**src/rtl/nn_pkg.sv**
```systemverilog
// Shared defaults and helpers for the neural-network datapath blocks.
// Holds the frame geometry defaults, the guard-time derivation that matches
// the downstream maxfinder busy time, and a clog2 helper for counter widths.
package nn_pkg;

   localparam int unsigned NEURON_NUM_DEF = 10;
   localparam int unsigned DATA_WIDTH_DEF = 16;

   typedef enum logic [0:0] {
      StCollect,
      StHold
   } collect_state_e;

   // maxfinder needs one cycle per neuron plus two of pipeline overhead
   function automatic int unsigned guard_cycles(input int unsigned neurons);
      return neurons + 2;
   endfunction

   // Ceiling log2, never narrower than one bit
   function automatic int unsigned clog2(input int unsigned value);
      int unsigned r;
      r = 0;
      while ((64'd1 << r) < 64'(value)) begin
         r = r + 1;
      end
      return (r == 0) ? 1 : r;
   endfunction

endpackage

```
**src/rtl/layer_collector.sv**
```systemverilog
// Collects NEURON_NUM neuron results into one packed frame for the maxfinder.
// Malformed frames (in_last on the wrong word) are dropped with a frame_err
// pulse. Emissions are spaced by GUARD_CYCLES so the maxfinder is never
// handed a frame while still busy; a frame completed early waits in HOLD.
// Optional build macro COLLECT_RELU_EN: negative inputs are stored as zero.
module layer_collector
   import nn_pkg::*;
#(
   parameter int unsigned NEURON_NUM   = NEURON_NUM_DEF,
   parameter int unsigned DATA_WIDTH   = DATA_WIDTH_DEF,
   parameter int unsigned GUARD_CYCLES = guard_cycles(NEURON_NUM)
) (
   input  logic                             clk,
   input  logic                             rst,
   input  logic [DATA_WIDTH-1:0]            in_data,
   input  logic                             in_valid,
   input  logic                             in_last,
   output logic                             in_ready,
   output logic [NEURON_NUM*DATA_WIDTH-1:0] out_data,
   output logic                             out_valid,
   output logic                             frame_err
);

   localparam int unsigned FRAME_W = NEURON_NUM * DATA_WIDTH;
   localparam int unsigned IDX_W   = clog2(NEURON_NUM);
   localparam int unsigned GRD_W   = clog2(GUARD_CYCLES + 1);
   localparam logic [IDX_W-1:0] LAST_IDX   = IDX_W'(NEURON_NUM - 1);
   localparam logic [GRD_W-1:0] GUARD_LOAD = GRD_W'(GUARD_CYCLES);

   collect_state_e       state_q, state_d;
   logic [IDX_W-1:0]     wr_idx_q, wr_idx_d;
   logic [GRD_W-1:0]     guard_q, guard_d;
   logic [FRAME_W-1:0]   col_q, col_d;
   logic [FRAME_W-1:0]   out_data_q, out_data_d;
   logic                 out_valid_q, out_valid_d;
   logic                 frame_err_q, frame_err_d;

   logic                 accept;
   logic                 at_last_idx;
   logic                 frame_done;
   logic                 frame_bad;
   logic                 emit;
   logic [DATA_WIDTH-1:0] word;

   // Handshake and frame classification of the word offered this cycle
   always_comb begin
      in_ready    = (state_q == StCollect) && !rst;
      accept      = in_valid && in_ready;
      at_last_idx = (wr_idx_q == LAST_IDX);
      frame_done  = accept && at_last_idx && in_last;
      frame_bad   = accept && (at_last_idx != in_last);
   end

   // Word as stored in the collect buffer
   always_comb begin
      word = in_data;
`ifdef COLLECT_RELU_EN
      // Clamp negatives so the unsigned max compare downstream stays correct
      if (in_data[DATA_WIDTH-1]) begin
         word = '0;
      end
`endif
   end

   // Next-state: buffer fill, FSM, emission and guard countdown
   always_comb begin
      col_d    = col_q;
      wr_idx_d = wr_idx_q;
      state_d  = state_q;
      emit     = 1'b0;

      if (accept) begin
         for (int k = 0; k < int'(NEURON_NUM); k++) begin
            if (wr_idx_q == IDX_W'(k)) begin
               col_d[k*DATA_WIDTH +: DATA_WIDTH] = word;
            end
         end
         if (frame_done || frame_bad) begin
            wr_idx_d = '0;
         end else begin
            wr_idx_d = wr_idx_q + 1'b1;
         end
      end

      unique case (state_q)
         StCollect: begin
            if (frame_done) begin
               if (guard_q == '0) begin
                  emit = 1'b1;
               end else begin
                  state_d = StHold;
               end
            end
         end
         StHold: begin
            if (guard_q == '0) begin
               emit    = 1'b1;
               state_d = StCollect;
            end
         end
         default: state_d = StCollect;
      endcase

      out_valid_d = emit;
      frame_err_d = frame_bad;
      // col_d already holds the word accepted this cycle
      out_data_d  = emit ? col_d : out_data_q;

      if (emit) begin
         guard_d = GUARD_LOAD;
      end else if (guard_q != '0) begin
         guard_d = guard_q - 1'b1;
      end else begin
         guard_d = '0;
      end
   end

   // State registers; reset discards any partial or pending frame
   always_ff @(posedge clk or posedge rst) begin
      if (rst) begin
         state_q     <= StCollect;
         wr_idx_q    <= '0;
         guard_q     <= '0;
         col_q       <= '0;
         out_data_q  <= '0;
         out_valid_q <= 1'b0;
         frame_err_q <= 1'b0;
      end else begin
         state_q     <= state_d;
         wr_idx_q    <= wr_idx_d;
         guard_q     <= guard_d;
         col_q       <= col_d;
         out_data_q  <= out_data_d;
         out_valid_q <= out_valid_d;
         frame_err_q <= frame_err_d;
      end
   end

   assign out_data  = out_data_q;
   assign out_valid = out_valid_q;
   assign frame_err = frame_err_q;

endmodule

```
**config.mk**
```make
export PLATFORM = sky130hd
export DESIGN_NAME = layer_collector
export DESIGN_NICKNAME = d
export VERILOG_FILES = /design/src/rtl/nn_pkg.sv /design/src/rtl/layer_collector.sv
export SDC_FILE = /design/constraint.sdc
export NUM_CORES = 1
export LEC_CHECK = 0
export ABC_AREA = 1
export ABC_CLOCK_PERIOD_IN_PS = 13600
export CAP_MARGIN = 10
export CORE_MARGIN = 2
export CORE_UTILIZATION = 45
export CTS_BUF_LIST = sky130_fd_sc_hd__clkbuf_16
export DETAILED_ROUTE_END_ITERATION = 7
export PLACE_DENSITY = 0.64
export SYNTH_ARGS = -nofsm -noshare
export SYNTH_HDL_FRONTEND = slang
export SYNTH_SLANG_ARGS = --single-unit
```
**constraint.sdc**
```tcl
create_clock -name clk -period 13.6 [get_ports clk]
set_input_delay 2.72 -clock clk [delete_from_list [all_inputs] [get_ports clk]]
set_output_delay 2.72 -clock clk [all_outputs]
set_load 0.02 [all_outputs]
```
==> qor.yml, run 1 <==
clock_tree:
  cts_resized: 0
  worst_skew_pair.late_latency_ns: 0.52
  tritoncts_clock_tree: "built"
  cts.htree.levels: 2
  clockRootBuffer: "clkbuf_16"
  cts_hold_buffers: 0
  cts_post_setup_buffers_inserted: 0
  numClockSinks: 331
  cts.reportedPaths.clkPinSlew_ns: 0.06
  cts_max_path_buffers: 3
  cts_made_buffers: 38
layout:
  nets: 2052
  antennaDiodeCount: 0
  layout-drive-gt1-share: 0.0380
  fill_cells: 3107
  syn2layout_area_growth_pct: 20.2
  final_common_cell: "nand2_1"
  final_util: 0.545
  finish.instance_area_sq_um: 18100
  final_cell_mix: "nand2_1 (1,083), dfrtp_1 (330), nand3_1 (233), clkdlybuf4s50_1 (182), nand4_1 (80)"
setup_path:
  cp-end-kind: "output pin"
  critPathRequiredTime_ns: 10.88
  critical_path.reg2reg.endpoint: "out_data[70]$_DFFE_PP0P_"
  cp_cell_sequence: "clkdlybuf4s50_1 > nor2_1 > clkdlybuf4s50_1"
  r2r-start: "wr_idx_q[3]$_DFFE_PP0P_"
  crit_top_cell: "clkdlybuf4s50_1"
  worst-setup-path-type: "in2out"
  worst_ep_arrival_time_ns: 4.12
  cp_slowest_stage_delay_ns: 0.65
  timing.critical_path.fanout_max: 2
  critPathSlowestCell: "clkdlybuf4s50_1"
  regToRegSetupSlack_ns: 9.52
  timing.reg2reg.worst_path_depth: 6
  critPathLaunchType: "input pin"
drt:
  first_pass_iteration_count_of_the_detailed_router: 5
  drt_wl_total_mm: 43.7
  vias_per_cell: 5.33
  drc_errors: 0
  routed_wire_length_per_instance_um: 17.5
  drt_iter0_drc: 1295
  routed-via-count: 13300
  detail-route-antenna-nets: 0
floorplanning:
  coreArea_sq_um: 33300
  floorplan.die.height_um: 187
  floorplan.die_area_sq_um: 35000
  die_x_um: 187
  fp-row-count: 67
  io_pins: 183
  floorplan.initialDensity: 0.454
sta:
  worst_slack_ns: 6.76
  finalMaxSlewViolations: 0
  period_needed_ns: 6.84
  setup_total_negative_slack_ns: 0
  finalSetupViolations: 0
  worst-slew-pin-transition_ns: 1.15
  fmax_ghz: 0.146
  rsz0062_at_grt: "false"
  hold_violations: 0
  min_period_over_period: 0.503
  clock-skew-final_ns: 0.0203
  max-slew-margin-rel: 0.236
placed_design:
  buffer_ports.inserted: 182
  pre_cts_setup_slack_ns: 6.74
  post_dp_cell_area_sq_um: 16900
  dp_hpwl_mm: 24.3
  routabilityCongestion: 0.735
grt:
  grt_usage: 0.250
  global_route.overflow_total: 0
  via_count_of_the_first_global_routing_pass: 12800
  grt_start_max_net_pins: 162
  initial_antenna_violation_count: 0
  grt_first_pass_wirelength_mm: 70.3
hold_path:
  timing.hold.worst_path_depth: 1
  hp-class: "reg2reg"
  worst_hold_path.endpoint: "guard_q[0]$_DFF_PP0_"
  timing.hold.worst.start: "guard_q[0]$_DFF_PP0_"
power_and_ir_drop:
  leakage_nw: 9.74
  power-per-cell-area_nw_per_um2: 178
  power.total_mw: 3.24
  power.ir.vdd_worst_mv: 0.0959
synth:
  cell_area_synth_sq_um: 15100
  synth_sequential_area_ratio: 0.549
  syn-instance-count: 1944
  syn_avg_cell_area_sq_um: 7.76
  postSynthNetCount: 1970
  ys_ff_latch: 331
  synthDistinctLibCells: 23
  yosys_warnings: 0
job:
  maxCapViolations: 0
status:
  outcome: "complete, no violations"
==> flip-flops by register name, summed over array words and instances (netlist names) <==
name,count
state_q,1
out_data,160
frame_err,1
guard_q,4
out_valid,1
col_q,160
wr_idx_q,4
==> metal layers <==
| metal | vias up | share of wire | GRT usage |
|---|---|---|---|
| li1 | 6345 | - | - |
| met1 | 6431 | 0.45 | 0.354 |
| met2 | 476 | 0.45 | 0.393 |
| met3 | 76 | 0.072 | 0.0501 |
| met4 | 0 | 0.025 | 0.0665 |
| met5 | - | 0 | 0 |
==> per-stage QoR <==
stage / instances / hold WS (ns)
finish: 2500 / 0.475
global route: 2500 / 0.514
CTS: 2500 / 0.475
detailed placement: 2434 / 0.468
global placement: 2434 / 0.468
floorplan: 1944 / 0.443
==> cell families (layout without fill, tap and decap cells) <==
family | Yosys count | in the layout | share of synthesized area
buf+inv | 166 | 274 | 0.0487
compound gates | 22 | 22 | 0.00729
fa+ha+maj | 6 | 6 | 0.00497
flops | 331 | 331 | 0.549
simple gates | 1418 | 1418 | 0.390
xor+xnor | 1 | 1 | 0.000580
==> worst max-delay path by stage <==
stage,slack [ns],end,startpoint
after detailed placement,6.74,in_ready,rst
final,6.76,in_ready,rst
after global routing,6.69,in_ready,rst
after CTS,6.74,in_ready,rst
after global placement,6.72,in_ready,rst
after floorplan,1.71,col_q[0]$_DFF_PP0_,rst
==> area by class of cell <==
| cell class | count | area, sq um | area share |
|---|---|---|---|
| timing repair buffer | 197 | 1930 | 0.107 |
| multi-input combinational | 1447 | 6110 | 0.337 |
| inverter | 11 | 52.6 | 0.00290 |
| sequential | 331 | 8280 | 0.457 |
| tap | 448 | 561 | 0.0309 |
| clock buffer | 39 | 976 | 0.0538 |
| clock inverter | 27 | 220 | 0.0121 |
==> synth_stat cells <==
| master | count | area, sq um |
|---|---|---|
| a21oi_1 | 2 | 10.0 |
| buf_1 | 28 | 105 |
| buf_2 | 56 | 280 |
| buf_4 | 9 | 67.6 |
| buf_6 | 1 | 11.3 |
| clkbuf_1 | 61 | 229 |
| clkinv_1 | 1 | 3.75 |
| clkinv_2 | 1 | 5.00 |
| dfrtp_1 | 331 | 8280 |
| ha_1 | 6 | 75.1 |
| inv_1 | 9 | 33.8 |
| nand2_1 | 1085 | 4070 |
| nand2_2 | 1 | 6.26 |
| nand3_1 | 233 | 1170 |
| nand3_4 | 2 | 35.0 |
| nand4_1 | 80 | 500 |
| nor2_1 | 11 | 41.3 |
| nor2_8 | 1 | 20.0 |
| nor3_1 | 3 | 15.0 |
| nor3b_4 | 1 | 18.8 |
| o21ai_0 | 20 | 100 |
| or2_2 | 1 | 6.26 |
| xor2_1 | 1 | 8.76 |
==> worst max-delay path, delay by kind of cell <==
family | cells | cell delay (ns)
buffers and inverters | 2 | 1.16
AND/OR/NAND/NOR | 1 | 0.24
==> where the power goes <==
| part | internal (mW) | switching, mW |
|---|---|---|
| Combinational | 0.327 | 0.550 |
| Clock | 0.593 | 0.400 |
| Sequential | 1.23 | 0.138 |
| Total | 2.15 | 1.09 |
No activity file was read; power rests on OpenSTA's default activity.
==> run 2, diff against run 1 <==
--- a/config.mk
+++ b/config.mk
@@ -6,7 +6,7 @@
 export NUM_CORES = 1
 export LEC_CHECK = 0
 export ABC_AREA = 1
-export ABC_CLOCK_PERIOD_IN_PS = 13600
+export ABC_CLOCK_PERIOD_IN_PS = 6700
 export CAP_MARGIN = 10
 export CORE_MARGIN = 2
 export CORE_UTILIZATION = 45
==> constraint.sdc (replaced) <==
create_clock -name clk -period 6.7 [get_ports clk]
set_input_delay 1.34 -clock clk [delete_from_list [all_inputs] [get_ports clk]]
set_output_delay 1.34 -clock clk [all_outputs]
set_load 0.02 [all_outputs]
==> qor.yml, run 2 (same netlist as run 1, synthesis figures left out) <==
drt:
  detail-route-antenna-nets: 0  # unchanged
  drt_wl_total_mm: 43.7  # about the same
  met2_length_mm: 19.5  # was 19.8 mm
  drt_iter0_drc: 1326  # was 1,295
  routed-via-count: 13400  # was 13,300
  routed_wire_length_per_instance_um: 17.5  # about the same
  route.top_layer_used: "met4"  # unchanged
  drc_errors: 0  # unchanged
  vias_per_cell: 5.34  # was 5.33
  dr_wl_met3_mm: 3.39  # was 3.14 mm
  met1Wirelength_mm: 19.6  # about the same
  first_pass_iteration_count_of_the_detailed_router: 5  # unchanged
clock_tree:
  cts_hold_buffers: 0  # unchanged
  cts_post_setup_buffers_inserted: 0  # unchanged
  numClockSinks: 331  # unchanged
  cts_made_buffers: 36  # was 38
  clockRootBuffer: "clkbuf_16"  # unchanged
  cts.htree.levels: 2  # unchanged
  cts_resized: 0  # unchanged
  worst_skew_pair.late_latency_ns: 0.52  # about the same
  cts_max_path_buffers: 3  # unchanged
  tritoncts_clock_tree: "built"  # unchanged
  cts.reportedPaths.clkPinSlew_ns: 0.06  # about the same
floorplanning:
  die_x_um: 187  # unchanged
  floorplan.die_area_sq_um: 35000  # unchanged
  fp-row-count: 67  # unchanged
  floorplan.die.height_um: 187  # unchanged
  io_pins: 183  # unchanged
  floorplan.initialDensity: 0.454  # unchanged
  coreArea_sq_um: 33300  # unchanged
power_and_ir_drop:
  power-per-cell-area_nw_per_um2: 356  # was 178 nW/um^2
  power.total_mw: 6.43  # was 3.24 mW
  power.ir.vdd_worst_mv: 0.193  # was 0.0959 mV
  leakage_nw: 9.69  # was 9.74 nW
layout:
  final_common_cell: "nand2_1"  # unchanged
  fill_cells: 3156  # was 3,107
  final_cell_mix: "nand2_1 (1,083), dfrtp_1 (330), nand3_1 (233), clkdlybuf4s50_1 (182), nand4_1 (80)"  # unchanged
  layout.area.seq_sq_um: 8280  # unchanged
  layout-drive-gt1-share: 0.0414  # was 0.0380
  antennaDiodeCount: 0  # unchanged
  nets: 2053  # was 2,052
  multi_input_comb_area_sq_um: 6110  # unchanged
  final_util: 0.543  # was 0.545
  syn2layout_area_growth_pct: 19.7  # was 20.2%
sta:
  hold_violations: 0  # unchanged
  period_needed_ns: 4.37
  worst_slack_ns: 2.33  # was 6.76 ns
  setup_total_negative_slack_ns: 0  # unchanged
  finalMaxSlewViolations: 0  # unchanged
  fmax_ghz: 0.229
  clock-skew-final_ns: 0.0197  # was 0.0203 ns
  max-slew-margin-rel: 0.218  # was 0.236
  min_period_over_period: 0.652
  finalHoldWorstSlack_ns: 0.483  # was 0.475 ns
  finalSetupViolations: 0  # unchanged
  rsz0062_at_grt: "false"  # unchanged
  worst-slew-pin-transition_ns: 1.17  # was 1.15 ns
setup_path:
  critical_path.reg2reg.endpoint: "out_data[66]$_DFFE_PP0P_"  # was out_data[70]$_DFFE_PP0P_
  regToRegSetupSlack_ns: 2.96  # was 9.52 ns
  critPathRequiredTime_ns: 7.14  # was 10.88 ns
  critPathLaunchType: "input pin"  # unchanged
  timing.critical_path.fanout_max: 161  # was 2
  cp-end-kind: "flip-flop"  # was output pin
  r2r-start: "wr_idx_q[2]$_DFFE_PP0P_"  # was wr_idx_q[3]$_DFFE_PP0P_
  timing.reg2reg.worst_path_depth: 7  # was 6
  worst_ep_arrival_time_ns: 4.80  # was 4.12 ns
  worst-setup-path-type: "in2reg"  # was in2out
placed_design:
  routabilityCongestion: 0.759  # was 0.735
  pre_cts_setup_slack_ns: 1.83  # was 6.74 ns
  buffer_ports.inserted: 182  # unchanged
  dp_hpwl_mm: 25.0  # was 24.3 mm
grt:
  initial_antenna_violation_count: 0  # unchanged
  grt_start_max_net_pins: 162  # unchanged
  global_route.overflow_total: 0  # unchanged
  grt_usage: 0.250  # about the same
  via_count_of_the_first_global_routing_pass: 13000  # was 12,800
  grt_first_pass_wirelength_mm: 70.7  # was 70.3 mm
status:
  outcome: "complete, no violations"  # unchanged
hold_path:
  worst_hold_path.endpoint: "guard_q[0]$_DFF_PP0_"  # unchanged
  timing.hold.worst.start: "guard_q[0]$_DFF_PP0_"  # unchanged
  hp-class: "reg2reg"  # unchanged
  timing.hold.worst_path_depth: 1  # unchanged
job:
  maxCapViolations: 0  # unchanged
==> run 2: cell count changes in the layout (fill, tap and decap cells not counted), moves of 2 or more <==
cell       delta
clkinv_2      +9
bufinv_16     -3
buf_4         +2
inv_1         -7
clkbuf_16     -2
clkinv_1      +3
==> run 2: through the flow <==
stage	std cells	area, sq um
2_1_floorplan	1944	15100
3_3_place_gp	2437	17000
3_5_place_dp	2437	17000
4_1_cts	2503	18100
5_1_grt	2503	18100
6_report	2503	18100
==> run 2: critical path, stage by stage <==
cell and delay, ns:
clkdlybuf4s50_1 0.47, nor2_1 0.22, nand2_4 0.38, nor2_8 0.39
nand3_4 0.60, nand2_8 0.93, nand2_1 0.15, nand2_1 0.11
==> run 2: worst max path at each step <==
stage | startpoint | to | slack [ns] | cells after the start
after detailed placement | rst | out_data[147]$_DFFE_PP0P_ | 1.83 | 8
after global routing | rst | out_data[68]$_DFFE_PP0P_ | 2.05 | 8
after floorplan | rst | col_q[0]$_DFF_PP0_ | 0.94 | 1
after CTS | rst | out_data[147]$_DFFE_PP0P_ | 2.34 | 8
final | rst | out_data[66]$_DFFE_PP0P_ | 2.33 | 8
after global placement | rst | out_data[147]$_DFFE_PP0P_ | 1.87 | 8
==> run 2: power by group <==
group / switching (mW) / total, mW / leakage (nW) / internal [mW]
registers: 0.299 / 2.79 / 4.35 / 2.49
logic: 1.11 / 1.77 / 4.78 / 0.663
clock network: 0.814 / 1.86 / 0.563 / 1.04
total: 2.23 / 6.43 / 9.69 / 4.20
==> run 2: final cells by class <==
class / instances / share of cell area
sequential: 331 / 0.459
multi-input combinational: 1447 / 0.339
timing repair buffer: 200 / 0.109
clock buffer: 37 / 0.0513
tap: 448 / 0.0310
clock inverter: 29 / 0.00887
inverter: 11 / 0.00270
==> run 2: per-layer routing <==
layer,vias up,GRT usage
met2,501,0.378
met3,79,0.0559
met5,-,0
met1,6419,0.357
met4,0,0.0806
li1,6361,-
